### src/rtl/switch_debouncer.sv
// Switch conditioning for the slide-switch bank: 2-flop synchroniser, per-switch
// stable-time debounce FSM, registered busy flags and optional one-cycle edge pulses.
// Optional feature macro: SW_EDGE_PULSE_EN (when undefined, SW_RISE/SW_FALL are tied to 0).
module switch_debouncer #(
    parameter int unsigned NUM_SW          = 6,
    parameter int unsigned DEBOUNCE_CYCLES = 500000
) (
    input  logic              CLOCK_50,
    input  logic              RESET_N,
    input  logic [0:NUM_SW-1] SW,
    output logic [0:NUM_SW-1] SW_DB,
    output logic [0:NUM_SW-1] SW_BUSY,
    output logic [0:NUM_SW-1] SW_RISE,
    output logic [0:NUM_SW-1] SW_FALL
);

    localparam int unsigned      CNT_W   = $clog2(DEBOUNCE_CYCLES + 1);
    localparam logic [CNT_W-1:0] CNT_MAX = CNT_W'(DEBOUNCE_CYCLES);
    localparam logic [CNT_W-1:0] CNT_ONE = CNT_W'(1);

    typedef enum logic {
        STABLE  = 1'b0,
        PENDING = 1'b1
    } state_t;

    logic [0:NUM_SW-1] s1;
    logic [0:NUM_SW-1] s2;

    // Two-flop synchroniser; only s2 is used by the debounce logic
    always_ff @(posedge CLOCK_50 or negedge RESET_N) begin
        if (!RESET_N) begin
            s1 <= '0;
            s2 <= '0;
        end else begin
            s1 <= SW;
            s2 <= s1;
        end
    end

    for (genvar i = 0; i < NUM_SW; i++) begin : g_sw
        state_t           state_q;
        state_t           state_d;
        logic [CNT_W-1:0] cnt_q;
        logic [CNT_W-1:0] cnt_d;
        logic             db_q;
        logic             db_d;
        logic             busy_q;
        logic             accept;

        // FSM state and stable-time counter register
        always_ff @(posedge CLOCK_50 or negedge RESET_N) begin
            if (!RESET_N) begin
                state_q <= STABLE;
                cnt_q   <= '0;
            end else begin
                state_q <= state_d;
                cnt_q   <= cnt_d;
            end
        end

        // Next state: a mismatch must persist DEBOUNCE_CYCLES+1 edges, any match restarts it
        always_comb begin
            state_d = state_q;
            cnt_d   = cnt_q;
            case (state_q)
                STABLE: begin
                    if (s2[i] != db_q) begin
                        state_d = PENDING;
                        cnt_d   = CNT_ONE;
                    end else begin
                        cnt_d   = '0;
                    end
                end
                PENDING: begin
                    if (s2[i] == db_q) begin
                        state_d = STABLE;
                        cnt_d   = '0;
                    end else if (cnt_q == CNT_MAX) begin
                        state_d = STABLE;
                        cnt_d   = '0;
                    end else begin
                        cnt_d   = cnt_q + CNT_ONE;
                    end
                end
                default: begin
                    state_d = STABLE;
                    cnt_d   = '0;
                end
            endcase
        end

        // Output decode: accept the new level on the qualifying edge
        always_comb begin
            accept = 1'b0;
            db_d   = db_q;
            if ((state_q == PENDING) && (s2[i] != db_q) && (cnt_q == CNT_MAX)) begin
                accept = 1'b1;
                db_d   = s2[i];
            end
        end

        // Registered level and busy outputs
        always_ff @(posedge CLOCK_50 or negedge RESET_N) begin
            if (!RESET_N) begin
                db_q   <= 1'b0;
                busy_q <= 1'b0;
            end else begin
                db_q   <= db_d;
                busy_q <= (state_d == PENDING);
            end
        end

        assign SW_DB[i]   = db_q;
        assign SW_BUSY[i] = busy_q;

`ifdef SW_EDGE_PULSE_EN
        logic rise_q;
        logic fall_q;

        // Edge pulses registered on the same edge that updates the level
        always_ff @(posedge CLOCK_50 or negedge RESET_N) begin
            if (!RESET_N) begin
                rise_q <= 1'b0;
                fall_q <= 1'b0;
            end else begin
                rise_q <= accept & s2[i];
                fall_q <= accept & ~s2[i];
            end
        end

        assign SW_RISE[i] = rise_q;
        assign SW_FALL[i] = fall_q;
`else
        assign SW_RISE[i] = 1'b0;
        assign SW_FALL[i] = 1'b0;
`endif
    end

endmodule

### config.mk
export PLATFORM = sky130hd
export DESIGN_NAME = switch_debouncer
export DESIGN_NICKNAME = d
export VERILOG_FILES = /design/src/rtl/switch_debouncer.sv
export SDC_FILE = /design/constraint.sdc
export NUM_CORES = 1
export LEC_CHECK = 0
export CORE_ASPECT_RATIO = 1.75
export CORE_MARGIN = 1
export CORE_UTILIZATION = 55
export CTS_CLUSTER_SIZE = 14
export DETAILED_ROUTE_END_ITERATION = 16
export GPL_ROUTABILITY_DRIVEN = 0
export GPL_TIMING_DRIVEN = 0
export PLACE_DENSITY_LB_ADDON = 0.05
export SLEW_MARGIN = 5
export SYNTH_ARGS = -nofsm -noshare
export SYNTH_HDL_FRONTEND = slang
export SYNTH_SLANG_ARGS = --single-unit
### constraint.sdc
create_clock -name CLOCK_50 -period 2.1 [get_ports CLOCK_50]
set_clock_uncertainty 0.2 [all_clocks]
set_input_delay 0.42 -clock CLOCK_50 [delete_from_list [all_inputs] [get_ports CLOCK_50]]
set_output_delay 0.42 -clock CLOCK_50 [all_outputs]
set_load 0.05 [all_outputs]
==> flow_summary_export.csv <==
group,metric,value,unit
timing,final_hold_viol_count,0,
route,num_vias,5315,
clocking,clk_latency,0.41,ns
route,dr.pass1.iters,4,
route,routed_wl,14.7,mm
setup_path,crit_path_end,"g_sw[2].db_q",
floorplan,die-area,13000,sq um
cells_and_area,finish.instance_area,8710,sq um
cells_and_area,multiInputGateArea,3450,sq um
synth,synth_top_area_share,50.3,%
placed_design,place_inst,888,
timing,rsz0062_at_grt,"true",
synth,synth_area,6870,sq um
placed_design,place_area,7380,sq um
route,vias_per_cell,5.53,
setup_path,critical_path_class,"flop to flop",
route,first_iter_violations,264,
synth,seq_area_frac_synth,50.3,%
power_and_ir_drop,ir_drop,0.476,mV
grt,grt_first_pass_wirelength,24.3,mm
synth,synth.distinct_cells,46,
grt,gr-total-overflow,0,
floorplan,fp.dieW,86.5,um
floorplan,io_pins,32,
status,violations,"setup timing",
synth,synth_area_leaders,"dfrtp_1 50%, xnor2_1 5.9%, nor2_1 5.6%",
setup_path,required,2.19,ns
synth,synth-seq-cells,138,
flow_run,max_cap_viol_count,0,
cells_and_area,final_cell_mix,"133 x dfrtp_1, 69 x nor2_1, 56 x buf_4",
setup_path,cp-startpoint,"g_sw[2].cnt_q[14]",
setup_path,worst-path-max-fanout,3,
cells_and_area,area_growth,26.8,%
clocking,cts_max_path_buffers,2,
timing,slew_viol_final,0,
placed_design,io_buffers,19,
grt,grt_max_degree,89,
status,run_status,"finished with violations",
power_and_ir_drop,finalPower,0.00607,W
setup_path,r2r_start,"g_sw[2].cnt_q[14]",
floorplan,rows,53,
floorplan,core,12100,sq um
grt,antenna_found_initial,0,
cells_and_area,final_core_utilization,72.2,%
setup_path,cp-end-kind,"flop",
cells_and_area,diodes,0,
power_and_ir_drop,leakagePower,3.48,nW
synth,yosys_warnings,0,
synth,synth_edf_count,0,
grt,grtUsageTotal,23.9,%
cells_and_area,fillers,905,
cells_and_area,seqCellArea,3460,sq um
timing,min_period_over_period,110,%
timing,setup-violations-final,58,
floorplan,start_util,56.9,%
clocking,clkTransAtPathRegs,0.06,ns
timing,relSlewSlack,66.0,%
cells_and_area,drive_above_1_share,25.4,%
power_and_ir_drop,powerDensity,697,nW/um^2
setup_path,r2r_end,"g_sw[2].db_q",
clocking,root_buffer,"clkbuf_16",
cells_and_area,final_common_cell,"dfrtp_1",
setup_path,r2r_cells,4,
min_path,min_path_type,"flop to flop",
synth,yosysTopAreaCell,"dfrtp_1",
placed_design,dp_hpwl,9.14,mm
route,wl_per_cell,15.3,um
timing,timing.fmax,433,MHz
grt,grt_pass1_vias,5396,
setup_path,cp.arrival,2.40,ns
floorplan,chipHeight,150,um
timing,setup_slack,-0.207,ns
setup_path,r2r_slack,-0.21,ns
clocking,cts_buffers,17,
synth,synthesis.instances,692,
route,drcViolationCount,0,
synth,yosys_most_used_dff,"dfrtp_1",
timing,period_minus_slack,2.31,ns
cells_and_area,fin_nets,803,
cells_and_area,stdcell_count,961,
clocking,htree_levels,4,
synth,avgSynthCellArea,9.93,sq um
clocking,tritoncts,"yes",
timing,worst_pin_slew,0.513,ns
synth,synthArstFlopShare,100,%
setup_path,critPathLaunchType,"flop",
timing,setup_tns,-6.27,ns
clocking,cts.sinks,138,
route,ant_nets,0,
-- area by class of cell --
type	instances	share of cell area, %
plain buffers	32	2.86
multi-input cells	495	39.6
well taps	165	2.37
clock buffers	20	5.13
inverters	34	1.47
repair buffers	65	7.15
flip-flops and latches	138	39.7
clock inverters	12	1.71
-- sequential cells by signal, summed over array words and instances (netlist names) --
name,count
g_sw.cnt_q,114
s2,6
g_sw.busy_q,6
s1,6
g_sw.db_q,6
-- routing by layer --
layer	track usage (%)	vias to the layer above	part of all wire, %
li1	-	2576	-
met1	25.6	2644	39
met2	45.1	75	58
met3	3.75	20	1.8
met4	10.8	0	1.7
met5	0	-	0
-- cell usage after synthesis, drive strengths merged (2+ instances only) --
master	count
a211oi	6
a21oi	25
and2	4
and3	9
and4	10
buf	27
clkbuf	9
dfrtp	138
ha	12
inv	34
mux2	6
nand2	30
nand3	42
nand4	36
nor2	103
nor2b	2
nor3	20
nor4	10
nor4b	8
nor4bb	2
o21ai	20
o31ai	8
o41ai	2
or2	4
or3	15
or4	17
or4b	5
xnor2	46
xor2	37
-- cell families (layout without fill, tap and decap cells) --
group | Yosys count | count (layout) | synth area share [%]
compound gates | 61 | 61 | 5.34
xor+xnor | 83 | 83 | 10.6
fa+ha+maj | 12 | 12 | 2.19
buf+inv | 70 | 163 | 5.41
flops | 138 | 138 | 50.3
mux | 6 | 6 | 0.983
other cells | 1 | 12 | 0.0546
simple gates | 321 | 321 | 25.2
-- power breakdown --
| group | leakage, nW | internal [W] | switching (W) |
|---|---|---|---|
| Sequential | 1.87 | 0.00269 | 0.0000349 |
| Clock | 0.282 | 0.00189 | 0.00110 |
| Combinational | 1.33 | 0.000128 | 0.000228 |
| Total | 3.48 | 0.00471 | 0.00136 |
-- metrics by stage --
stage	hold WS (ns)	setup WS (ns)
finish	0.147	-0.207
global route	0.155	-0.247
CTS	0.148	-0.217
detailed placement	0.136	-0.424
global placement	0.133	-4.86
floorplan	-0.0756	-0.164
-- critical path: stages, from the launching register on --
cell and delay (ns):
dfrtp_1 0.39, or4_1 0.53, or4_4 0.57, nor3_4 0.18
mux2_4 0.31
-- worst min-delay path by stage --
stage,startpoint,to,slack (ns),cells after the start
after CTS,s1[3],s2[3],0.15,0
after global placement,s1[0],s2[0],0.13,0
final,s1[3],s2[3],0.15,0
after global routing,s1[3],s2[3],0.16,0
after floorplan,RESET_N,g_sw[0].busy_q,-0.08,0
after detailed placement,s1[3],s2[3],0.14,0
-- repair_timing --
| action | in CTS | in global routing |
|---|---|---|
| gates resized for setup | 58 | 72 |
| hold buffers | 1 | 0 |
| gates cloned | 2 | 1 |
| hold endpoints to repair | 50 | 0 |
| endpoints found under the setup margin | 104 | 93 |
| setup buffers | 23 | 20 |
| pin swaps | 15 | 20 |
Power figures use the tool's default switching activity.
